--- config.mk ---
export PLATFORM = sky130hd
export DESIGN_NAME = branch_flag_unit
export DESIGN_NICKNAME = d
export VERILOG_FILES = /design/src/rtl/branch_flag_unit.sv
export SDC_FILE = /design/constraint.sdc
export NUM_CORES = 1
export LEC_CHECK = 0
export CAP_MARGIN = 40
export CORE_ASPECT_RATIO = 0.8
export CORE_MARGIN = 4
export CORE_UTILIZATION = 42
export CTS_BUF_LIST = sky130_fd_sc_hd__clkbuf_4 sky130_fd_sc_hd__clkbuf_8
export DETAILED_ROUTE_END_ITERATION = 8
export PLACE_DENSITY = 0.91
export SYNTH_ARGS = -nofsm -noshare
export SYNTH_HDL_FRONTEND = slang
export SYNTH_SLANG_ARGS = --single-unit
--- constraint.sdc ---
create_clock -name clk -period 2.4 [get_ports clk]
set_input_delay 0.48 -clock clk [delete_from_list [all_inputs] [get_ports clk]]
set_output_delay 0.48 -clock clk [all_outputs]
set_load 0.1 [all_outputs]
--- src/rtl/branch_flag_unit.sv ---
// Branch resolution unit: registers ALU flags, resolves a branch condition and
// holds the result until downstream accepts it. Optional macro: BRANCH_FLAG_BYPASS_EN.
module branch_flag_unit (
  input  logic        clk,
  input  logic        rst_n,
  input  logic        alu_valid,
  input  logic [31:0] alu_result,
  input  logic        zero_flag,
  input  logic        carry_flag,
  input  logic        sign_flag,
  input  logic        overflow_flag,
  input  logic        flag_we,
  input  logic        br_valid,
  output logic        br_ready,
  input  logic [3:0]  br_cond,
  input  logic [31:0] br_pc,
  input  logic [31:0] br_target,
  output logic        out_valid,
  input  logic        out_ready,
  output logic        taken,
  output logic [31:0] next_pc,
  output logic        illegal,
  output logic        link_we,
  output logic [31:0] link_data,
  output logic [3:0]  flags_q
);

  typedef enum logic {IDLE = 1'b0, HOLD = 1'b1} state_t;

  localparam logic [3:0] COND_AL    = 4'b0000;
  localparam logic [3:0] COND_EQ    = 4'b0001;
  localparam logic [3:0] COND_NE    = 4'b0010;
  localparam logic [3:0] COND_CS    = 4'b0011;
  localparam logic [3:0] COND_CC    = 4'b0100;
  localparam logic [3:0] COND_MI    = 4'b0101;
  localparam logic [3:0] COND_PL    = 4'b0110;
  localparam logic [3:0] COND_VS    = 4'b0111;
  localparam logic [3:0] COND_VC    = 4'b1000;
  localparam logic [3:0] COND_LINK  = 4'b1001;
  localparam logic [3:0] COND_RNEG  = 4'b1010;
  localparam logic [3:0] COND_RZERO = 4'b1011;

  state_t      state;
  state_t      state_next;
  logic        accept;
  logic [3:0]  flags_in;
  logic [3:0]  eval_flags;
  logic        flag_z;
  logic        flag_c;
  logic        flag_s;
  logic        flag_v;
  logic        cond_taken;
  logic        cond_illegal;
  logic        cond_link;
  logic [31:0] pc_plus4;

  assign flags_in = {overflow_flag, sign_flag, carry_flag, zero_flag};
  assign accept   = (state == IDLE) && br_valid;
  assign pc_plus4 = br_pc + 32'd4;

  always_ff @(posedge clk or negedge rst_n) begin
    if (!rst_n) begin
      flags_q <= 4'd0;
    end else if (alu_valid && flag_we) begin
      flags_q <= flags_in;
    end
  end

`ifdef BRANCH_FLAG_BYPASS_EN
  // Forward a same-cycle flag write so a dependent branch sees the new flags.
  assign eval_flags = (alu_valid && flag_we) ? flags_in : flags_q;
`else
  assign eval_flags = flags_q;
`endif

  assign flag_z = eval_flags[0];
  assign flag_c = eval_flags[1];
  assign flag_s = eval_flags[2];
  assign flag_v = eval_flags[3];

  always_comb begin
    cond_taken   = 1'b0;
    cond_illegal = 1'b0;
    cond_link    = 1'b0;
    case (br_cond)
      COND_AL:    cond_taken = 1'b1;
      COND_EQ:    cond_taken = flag_z;
      COND_NE:    cond_taken = !flag_z;
      COND_CS:    cond_taken = flag_c;
      COND_CC:    cond_taken = !flag_c;
      COND_MI:    cond_taken = flag_s;
      COND_PL:    cond_taken = !flag_s;
      COND_VS:    cond_taken = flag_v;
      COND_VC:    cond_taken = !flag_v;
      COND_LINK: begin
        cond_taken = 1'b1;
        cond_link  = 1'b1;
      end
      // Result-based codes only trust alu_result when it is actually present.
      COND_RNEG:  cond_taken = alu_valid && alu_result[31];
      COND_RZERO: cond_taken = alu_valid && (alu_result == 32'd0);
      default:    cond_illegal = 1'b1;
    endcase
  end

  always_ff @(posedge clk or negedge rst_n) begin
    if (!rst_n) begin
      state <= IDLE;
    end else begin
      state <= state_next;
    end
  end

  always_comb begin
    state_next = state;
    case (state)
      IDLE: if (br_valid)  state_next = HOLD;
      HOLD: if (out_ready) state_next = IDLE;
      default:             state_next = IDLE;
    endcase
  end

  always_comb begin
    br_ready  = 1'b0;
    out_valid = 1'b0;
    case (state)
      IDLE:    br_ready  = rst_n;
      HOLD:    out_valid = 1'b1;
      default: br_ready  = 1'b0;
    endcase
  end

  // Result registers only load on accept, so they stay frozen throughout HOLD.
  always_ff @(posedge clk or negedge rst_n) begin
    if (!rst_n) begin
      taken     <= 1'b0;
      next_pc   <= 32'd0;
      illegal   <= 1'b0;
      link_we   <= 1'b0;
      link_data <= 32'd0;
    end else if (accept) begin
      taken     <= cond_taken;
      next_pc   <= cond_taken ? br_target : pc_plus4;
      illegal   <= cond_illegal;
      link_we   <= cond_link;
      link_data <= cond_link ? pc_plus4 : 32'd0;
    end
  end

endmodule
# Word-level counts from Yosys, hierarchy flattened
# Index checks and enable logic that the tools add are counted.
# totals
register_bits	72
out_inout_bits	73
# op_classes
add_sub_neg	1
eq_ne	11
muxes	10
bitwise_logic	1
reduce_logical	12
# op_table
cell	n
$mux W32	2
$add A32 B3 Y32 const B	1
$logic_not A32 Y1	1
$eq A4 B3 Y1 const B	4
$eq A4 B4 Y1 const B	4
$reduce_or A12 Y1	1
$pmux W1 S11	1
$eq A4 B2 Y1 const B	2
$mux W1	6
$eq A4 B1 Y1 const B	1
$logic_and A1 B1 Y1	4
$logic_not A1 Y1	4
$logic_not A4 Y1	1
$pmux W1 S2	1
$reduce_or A2 Y1	1
$not A1 Y1	1

# Depth between registers and ports, before layout
# depth
word_depth	4
depth_mapped	8

# Worst setup path before layout
# OpenSTA, ideal clock, no wires.
# synth_timing
path_type	register to output
from	reg state
to	out br_ready
arrival_time_ps	2233
required_ps	1920
setup_slack_ps	-313
stages_incl_launch_ff	2
n_path_buf	0
cell_sequence	dfrtp_1 nor2b_1
# synth_via
elab_chain_cells	1
# synth_rtl
element	line_no	source
start, declared	43	state_t state;
start signal, assigned	110	state <= state_next;
$mux W1	126	case (state)
end, declared	14	output logic br_ready,
# No other way between the ends.

# Final worst setup path
# layout_timing
from	in alu_result[10]
to	reg next_pc[25]
# layout_via
elab_chain_cells	4
# layout_rtl
element	line_no	source
start, declared	7	input logic [31:0] alu_result,
$logic_not A32 Y1	101	COND_RZERO: cond_taken = alu_valid && (alu_result == 32'd0);
$logic_and A1 B1 Y1	101	
$pmux W1 S11	85	case (br_cond)
$mux W32	143	next_pc <= cond_taken ? br_target : pc_plus4;
end signal, assigned	143	
end, declared	21	output logic [31:0] next_pc,
# No other way between the ends.
# A chain may end at the register's enable or synchronous reset.

==> summary.md <==
| Metric | Value |
|---|---|
| P_int | ~0.0025 W |
| Slew headroom | 0.533 |
| Slew Viols, Final | 0 |
| Layout Utilization | 0.730 |
| Top layer in use | met4 |
| Core area | between 8000 and 9000 um^2 |
| Worst Setup End Kind | register |
| P_leak | about 2.9 nW |
| CTS root buffer | clkbuf_8 |
| Sink Count | between 70 and 80 |
| Dominant synthesized flop cell | dfrtp_1 |
| FFs w/ async S/R, synth | 1.00 |
| Seq pwr share | 0.309 |
| # placed instances | about 720 |
| CTS Buf Count | 9 |
| CTS tree | yes |
| Synthesis-stage register bit count | approximately 70 |
| First-pass detailed-route iteration total | 4 |
| PwrDens | between 700 and 800 nW/um^2 |
| Initial antenna violation count | 0 |
| Cell accounting for the most synthesized area | dfrtp_1 |
| Failing checks | setup timing |
| Clock transition at path regs | 0.08 ns |
| Clock Power Share | 0.182 |
| Final WS setup | -0.00472 ns |
| Rows | 30 |
| Clock Skew | between 0.007 and 0.008 ns |
| Initial Utilization | 0.437 |
| Gate power share | 0.508 |
| Sw frac | 0.485 |
| Synth Instances | between 300 and 400 |
| Synthesized Nets | 496 |
| CP Launch Type | input pin |
| CP Data Required Time | 2.62 ns |
| Max clock buf depth | 2 |
| H-tree depth | 3 |
| Top cells by count, synth | dfrtp_1 (72), nand2_1 (58), o21ai_1 (36), nor2_1 (19), xor2_1 (16) |
| Number of global-route vias before repair | 4071 |
| Largest net degree at the start of global routing | 57 |
| Number of distinct library cells after synthesis | between 40 and 50 |
| Slew @ Worst Pin | 0.701 ns |
| Seq/Total Area, Yosys | 0.480 |
| Residual DRC count | 0 |
| Worst hold path class | in2async |
| R2R Setup Slk | approximately 0.34 ns |
| Area Overhead vs Synth | 67.1% |
| CP Max Fanout | 8 |
| Global-route wire length before repair | ~20000 um |
| Mapped Area | approximately 3800 um^2 |
| Max Cap Viol | 0 |
| Met3 Wirelength | between 1000 and 1500 um |
| Yosys warns | 0 |
| Final setup fails | 2 |
| Number of synthesized flops with an enable pin | 0 |
| Min cycle time layout | 2.40 ns |
| F_max | 0.416 GHz |
| Final net count | 733 |
| Detailed-route via count | 3955 |
| Detail Route Antenna Nets | 0 |
| PortBufs | between 150 and 200 |
| Yosys top cell area share | 0.480 |
| Status | finished with violations |
| Final WL | approximately 13000 um |
| Period utilization | 1.00 |
| Routability cong. | 0.866 |
| Hold Buf Count CTS | 0 |
| Synth top area cells | dfrtp_1 (48%), nand2_1 (5.8%), o21ai_1 (4.8%), mux2i_1 (3.7%), xor2_1 (3.7%) |
| Clk Latency, worst-skew pair | roughly 0.34 ns |
| Die area | 10500 um^2 |
| Non-filler cells, final | around 740 |
| WS Path Type | in2reg |
| P_sw | 0.00237 W |
| Met2 routed WL | 6680 um |
| WL/cell | approximately 18 um |
| Mean Syn Cell Area | between 9 and 10 um^2 |
| Die Y | ~93 um |
| Ports | around 180 |
| Most frequent cell after synthesis | dfrtp_1 |
| Peak supply drop | about 670 uV |
| Final Hold Vio Count | 0 |
| Die W | roughly 110 um |
| Overall Global Routing Usage | 0.238 |
| Grt total ovfl | 0 |
| Critical Path AT | between 2 and 3 ns |
| Share of cells above drive strength 1 | 0.279 |
| Initial DRC Count | between 150 and 200 |
| DR vias/cell | 5.35 |
| Detailed Place HPWL | around 10000 um |
| DRT met1 WL | approximately 5200 um |
| # diodes | 0 |
## registers in the layout, summed over array words and instances (netlist names)
register,count
state,1
flags_q,4
link_we,1
illegal,1
link_data,32
next_pc,32
taken,1
## power groups by stage
stage	clock network, W	registers (W)	logic [W]
final	0.000889	0.00151	0.00248
after global routing	0.000962	0.00153	0.00257
after CTS	0.000904	0.00151	0.00244
after detailed placement	0	0.00153	0.00244
after global placement	0	0.00152	0.00240
after floorplan	0	0.00283	0.000381
## area by class of cell
| class | instances | area (um^2) |
|---|---|---|
| Timing Repair Buffer | 249 | 2270 |
| Tap cell | 112 | 140 |
| Sequential cell | 72 | 1800 |
| Multi-Input combinational cell | 284 | 1860 |
| Fill cell | 606 | 2320 |
| Inverter | 6 | 22.5 |
| Clock inverter | 4 | 20.0 |
| Clock buffer | 12 | 159 |
## repair_timing
action / in CTS / in global routing
setup endpoints to repair: 0 / 14
gates resized for setup: 0 / 6
buffers inserted: 0 / 1
## worst max-delay path, stage by stage
cell	delay, ns
clkdlybuf4s50_1	0.40
nor4_1	0.32
nand4_1	0.21
nor4_4	0.34
a31oi_4	0.13
buf_12	0.16
clkbuf_16	0.16
nor3b_1	0.13
a211o_1	0.28
## through the flow
stage               worst slack, ns  power [W]  area, um^2  setup TNS (ns)  hold WS (ns)
finish                     -0.00472    0.00488        6280        -0.00541        0.0156
global route                -0.0802    0.00506        6280          -0.685        0.0154
CTS                          0.0333    0.00485        6160               0       0.00629
detailed placement           -0.315    0.00397        5980           -7.28         0.377
global placement             -0.274    0.00392        5980           -5.97         0.376
floorplan                   0.00103    0.00321        3760               0         0.184
## per-layer routing
layer  global-route usage  up-vias
met5                    0        -
met4               0.0591        0
met3               0.0712       20
met2                0.425      174
met1                0.278     1908
li1                     -     1853
## final timing paths
kind                            cells after the start             to           start
worst max-delay path                                9    next_pc[25]  alu_result[10]
worst min-delay path                                1  link_data[26]           rst_n
worst max register to register                      8    next_pc[22]      flags_q[1]
worst min register to register                      2     next_pc[4]      next_pc[4]
max in group asynchronous                           2     flags_q[0]           rst_n
min in group clk                                    2     next_pc[4]      next_pc[4]
## cells by family after synthesis
family / synth area share
muxes: 0.0553
xor gates and xnor gates: 0.0653
buffers and inverters: 0.0346
and+or+nand+nor: 0.234
adders and majority gates: 0.00333
AOI/OAI and AO/OA: 0.128
DFF: 0.480
## cells in the final DEF, fill, tap and decap left out, drive strengths merged, types with 14 or more instances in the layout
master	Yosys	layout
mux2i	14	14
clkdlybuf4s50	0	107
and2	14	14
nand2	58	58
o21ai	38	38
buf	10	139
xor2	16	16
clkbuf	13	14
nand4	14	14
nor3b	15	15
nor2	19	19
dfrtp	72	72
(Power assumes the default switching activity.)
